## src/rtl/muldiv_pkg.sv

```systemverilog
// Shared definitions for the RV32M multiply/divide controller: funct3 codes,
// FSM state encoding and the RISC-V corner-case result constants.
package muldiv_pkg;

  localparam int unsigned XLEN = 32;

  localparam logic [2:0] MD_MUL    = 3'b000;
  localparam logic [2:0] MD_MULH   = 3'b001;
  localparam logic [2:0] MD_MULHSU = 3'b010;
  localparam logic [2:0] MD_MULHU  = 3'b011;
  localparam logic [2:0] MD_DIV    = 3'b100;
  localparam logic [2:0] MD_DIVU   = 3'b101;
  localparam logic [2:0] MD_REM    = 3'b110;
  localparam logic [2:0] MD_REMU   = 3'b111;

  localparam logic [XLEN-1:0] INT_MIN  = 32'h8000_0000;
  localparam logic [XLEN-1:0] ALL_ONES = 32'hFFFF_FFFF;

  typedef enum logic [1:0] {
    IDLE = 2'b00,
    BUSY = 2'b01,
    DONE = 2'b10
  } state_t;

endpackage

```

## src/rtl/md_special_case.sv

```systemverilog
// Combinational RISC-V divide corner cases (divide-by-zero, signed overflow)
// that are resolved without starting the iterative unit.
module md_special_case
  import muldiv_pkg::*;
(
  input  logic [2:0]      funct3,
  input  logic [XLEN-1:0] rs1,
  input  logic [XLEN-1:0] rs2,
  output logic            hit,
  output logic [XLEN-1:0] result
);

  logic is_rem;
  logic div_by_zero;
  logic overflow;

  always_comb begin
    is_rem      = funct3[1];
    div_by_zero = funct3[2] & (rs2 == '0);
    overflow    = ((funct3 == MD_DIV) | (funct3 == MD_REM)) &
                  (rs1 == INT_MIN) & (rs2 == ALL_ONES);
    hit         = div_by_zero | overflow;
    result      = '0;
    // Zero divisor takes precedence: quotient all-ones, remainder is the dividend
    if (div_by_zero) begin
      result = is_rem ? rs1 : ALL_ONES;
    end else if (overflow) begin
      result = is_rem ? '0 : INT_MIN;
    end
  end

endmodule

```

## src/rtl/muldiv_controller.sv

```systemverilog
// EX-stage sequencer for the iterative RV32M unit: captures operands, runs the
// start/done handshake, holds the pipeline and presents the result.
module muldiv_controller
  import muldiv_pkg::*;
#(
  parameter int unsigned TIMEOUT_CYCLES = 64,
  parameter int unsigned CNT_W          = 8
) (
  input  logic            clk,
  input  logic            rst_n,
  input  logic            EX_MulDivOp,
  input  logic [2:0]      EX_Funct3,
  input  logic [XLEN-1:0] EX_RS1_Data,
  input  logic [XLEN-1:0] EX_RS2_Data,
  input  logic            Flush,
  input  logic            Pipe_Hold,
  input  logic            MD_Done,
  input  logic [XLEN-1:0] MD_Result,
  output logic            MD_Start,
  output logic            MD_Kill,
  output logic [2:0]      MD_Op,
  output logic [XLEN-1:0] MD_A,
  output logic [XLEN-1:0] MD_B,
  output logic            MulDiv_Stall,
  output logic            MulDiv_Valid,
  output logic [XLEN-1:0] MulDiv_Result,
  output logic            MulDiv_Err
);

  localparam logic [CNT_W-1:0] CNT_LAST = CNT_W'(TIMEOUT_CYCLES - 1);

  state_t          state;
  logic [CNT_W-1:0] cnt;
  logic            issue;
  logic            sc_hit;
  logic [XLEN-1:0] sc_result;

  assign issue = EX_MulDivOp & ~Flush;

  md_special_case u_special (
    .funct3 (EX_Funct3),
    .rs1    (EX_RS1_Data),
    .rs2    (EX_RS2_Data),
    .hit    (sc_hit),
    .result (sc_result)
  );

  // Stall must be combinational so the op is frozen in its first EX cycle
  always_comb begin
    MulDiv_Stall = 1'b0;
    if (rst_n) begin
      case (state)
        IDLE:    MulDiv_Stall = issue;
        BUSY:    MulDiv_Stall = 1'b1;
        default: MulDiv_Stall = 1'b0;
      endcase
    end
  end

  always_ff @(posedge clk or negedge rst_n) begin
    if (!rst_n) begin
      state         <= IDLE;
      cnt           <= '0;
      MD_Start      <= 1'b0;
      MD_Kill       <= 1'b0;
      MD_Op         <= '0;
      MD_A          <= '0;
      MD_B          <= '0;
      MulDiv_Valid  <= 1'b0;
      MulDiv_Result <= '0;
      MulDiv_Err    <= 1'b0;
    end else begin
      MD_Start   <= 1'b0;
      MD_Kill    <= 1'b0;
      MulDiv_Err <= 1'b0;
      if (Flush) begin
        MD_Kill      <= (state == BUSY);
        MulDiv_Valid <= 1'b0;
        state        <= IDLE;
      end else begin
        case (state)
          IDLE: begin
            if (EX_MulDivOp) begin
              MD_Op <= EX_Funct3;
              MD_A  <= EX_RS1_Data;
              MD_B  <= EX_RS2_Data;
              if (sc_hit) begin
                MulDiv_Result <= sc_result;
                MulDiv_Valid  <= 1'b1;
                state         <= DONE;
              end else begin
                cnt      <= '0;
                MD_Start <= 1'b1;
                state    <= BUSY;
              end
            end
          end
          BUSY: begin
            cnt <= cnt + CNT_W'(1);
            // A Done arriving on the timeout cycle still wins
            if (MD_Done) begin
              MulDiv_Result <= MD_Result;
              MulDiv_Valid  <= 1'b1;
              state         <= DONE;
            end else if (cnt == CNT_LAST) begin
              MulDiv_Result <= '0;
              MulDiv_Valid  <= 1'b1;
              MulDiv_Err    <= 1'b1;
              MD_Kill       <= 1'b1;
              state         <= DONE;
            end
          end
          DONE: begin
            if (!Pipe_Hold) begin
              MulDiv_Valid <= 1'b0;
              state        <= IDLE;
            end
          end
          default: state <= IDLE;
        endcase
      end
    end
  end

endmodule

```

## config.mk

```make
export PLATFORM = sky130hd
export DESIGN_NAME = muldiv_controller
export DESIGN_NICKNAME = d
export VERILOG_FILES = /design/src/rtl/muldiv_pkg.sv /design/src/rtl/md_special_case.sv /design/src/rtl/muldiv_controller.sv
export SDC_FILE = /design/constraint.sdc
export NUM_CORES = 1
export LEC_CHECK = 0
export CAP_MARGIN = 30
export CORE_UTILIZATION = 45
export CTS_CLUSTER_DIAMETER = 120
export CTS_CLUSTER_SIZE = 16
export DETAILED_ROUTE_END_ITERATION = 8
export GPL_TIMING_DRIVEN = 1
export PLACE_DENSITY_LB_ADDON = 0.2
export SETUP_SLACK_MARGIN = 0.02
export SYNTH_ARGS = -nofsm -noshare
export SYNTH_HDL_FRONTEND = slang
export SYNTH_SLANG_ARGS = --single-unit
```

## constraint.sdc

```tcl
create_clock -name clk -period 2.4 [get_ports clk]
set_input_delay 0.6 -clock clk [delete_from_list [all_inputs] [get_ports clk]]
set_output_delay 0.6 -clock clk [all_outputs]
set_load 0.005 [all_outputs]
```

==> metrics.cfg <==
[clock_tree]
clkLatencyLatePin_ps=410
cts_made_buffers=17
postCtsHoldBufs=0
tritoncts=yes
htree_levels=4
cts.sinks=113
cts_root_buf=clkbuf_16
clkTransAtPathRegs_ps=60
ctsLongestPathBuffers=2

[critical_path]
critPathLaunchType=input pin
worstSetupPathType=input pin to flop
end_kind=flop
cp.arrival_ps=2770
worst_r2r_path_depth=9
crit_required_ps=2690
crit_fanout=8

[synthesis]
yosysWarnings=0
syn-mean-instance-area_um2=9.34
synthCells=597
ys_ff_latch=113
yosys-top-cells-count=237 x nand2_1, 113 x dfrtp_1, 36 x o21ai_1
synth.most_common_cell=nand2_1
synth_area_leader_cell=dfrtp_1
ys_types=52
synth_area_leaders=dfrtp_1 51%, nand2_1 16%, mux2_4 7.5%
synthFlopType=dfrtp_1
ys_seq_area_share_pct=50.7
async_reset_ff_share_pct=100
synth_nets=703
synth.top_cell.area_share_pct=50.7
syn_area_um2=5570
synth-edff-count=0

[placement]
dp_slack_ps=-877
placed_cells=1039
postPlaceCellArea_um2=8490
hpwl_mm=13.6
port-buffer-count=208
gp_congestion=0.839

[pwr]
p_per_area_nw_per_um2=729
p_leak_nw=4.57
ir_worst_vdd_uv=562

[floorplanning]
initial_core_util_pct=46.2
rows=40
io_pins=209
core_um2=12100
die_x_um=113
die_area_um2=12800
fp.dieH_um=113

[timing]
max-slew-margin-rel_pct=48.8
fmax_mhz=404
hold_viol_final=0
worstMarginPinSlew_ps=768
timing.final.ws_setup_ps=-75.6
period_share_pct=103
post-route-min-period_ps=2480
rsz0062_at_grt=true
skew_ps=7.86
whs_ps=394
drv_slew=0
setup_viol=15

[grt]
track_usage_pct=32.4
grt_overflow_total=0
grt_antenna_before_repair=0
grt_pass1_vias=5944
grt_max_degree=59
grt_pass1_wl_mm=31.4

[final_layout]
drive_gt1_share_pct=26.9
syn_to_final_growth_pct=66.7
final_core_util_pct=77.1
num_antenna_cells=0
finalInstanceArea_um2=9290
fin_nets=1005
instances_no_fill=1078

[status]
violations=setup timing
status=finished with violations

[worst_hold_path]
worst_hold_path_type=input pin to asynchronous set/reset pin

[route]
drtIter0Drc=404
drcViolationCount=0
wire_per_inst_um=18.8
ant_nets=0
routed_wl_mm=20.2
vias=5779
via_per_inst=5.36
drt-pass1-iter-count=5

[flow_run]
maxCapViolCount=0

-- layer usage --
layer	routed length, um	global-route usage [%]	vias to the layer above
met5	0	0	-
met1	7730	38.7	2796
met4	587	12.6	0
met3	1740	8.41	42
li1	-	-	2630
met2	10200	55.9	311
-- critical path, stage by stage --
cell      delay, ps
buf_2            90
inv_2            40
or4_4           520
or4_4           570
o211ai_4        220
nand2_4         120
buf_16          160
buf_12          140
mux2_4          300
-- cells in the final DEF, fill, tap and decap left out, drive strengths merged, types with 2 or more instances in the layout --
cell type	instances
o31ai	5
nand3	6
mux2	31
clkbuf	40
inv	8
o21ai	39
dlygate4sd2	7
nand4	19
nor3	5
and3	5
or4	5
nor4	20
a21oi	7
clkdlybuf4s50	157
and2b	20
dlymetal6s2s	9
a21o	2
buf	121
nand2b	2
dfrtp	113
nand2	239
nor2b	11
bufinv	3
or3	5
clkdlybuf4s15	4
nor2	11
-- state kept, by name, indices dropped and copies added (netlist names) --
signal / count
MulDiv_Result: 32
MulDiv_Err: 1
cnt: 8
MulDiv_Valid: 1
MD_A: 32
MD_Op: 3
MD_Start: 1
MD_Kill: 1
state: 2
MD_B: 32
-- logic make-up after synthesis --
kind of cell             count (synthesis)  synth area share (%)
buffers and inverters                   37                  3.57
AO/OA/AOI/OAI                           62                  6.85
adder cells (fa/ha/maj)                  1                 0.224
flip-flops                             113                  50.7
multiplexers                            32                  8.33
AND/OR/NAND/NOR                        352                  30.3
-- final cells by class --
type / count / area [um^2]
Multi-Input combinational cell: 447 / 2720
Timing Repair Buffer: 312 / 2880
Sequential cell: 113 / 2830
Inverter: 8 / 35.0
Tap cell: 168 / 210
Clock buffer: 26 / 529
Fill cell: 778 / 2770
Clock inverter: 4 / 95.1
-- final timing paths --
check,start,slack (ps),to
setup reg to reg,cnt[0],250,MulDiv_Result[3]
max in group asynchronous,rst_n,1480,MulDiv_Result[0]
hold / removal,rst_n,390,MD_A[20]
hold reg to reg,MD_B[16],470,MD_B[16]
min in group clk,EX_RS2_Data[28],450,MD_B[28]
setup / recovery,EX_RS1_Data[31],-80,MulDiv_Result[3]
-- where the power goes --
| group | internal (mW) | switching [mW] | leakage, nW | total [mW] |
|---|---|---|---|---|
| clock | 1.81 | 0.845 | 0.308 | 2.66 |
| combinational | 0.995 | 0.687 | 2.80 | 1.68 |
| sequential | 2.23 | 0.205 | 1.46 | 2.43 |
| total | 5.03 | 1.74 | 4.57 | 6.77 |
-- per-stage QoR --
step | power, mW | TNS, ps
finish | 6.77 | -822
global route | 7.04 | -1320
CTS | 6.78 | -2790
detailed placement | 4.08 | -37120
global placement | 4.03 | -34000
floorplan | 2.92 | -5280
-- timing repair --
item	in CTS	in global routing
buffers inserted	8	1
endpoints found under the setup margin	45	44
pin swaps	19	15
cloned	3	0
gates resized for setup	120	58
(Power assumes the default switching activity.)
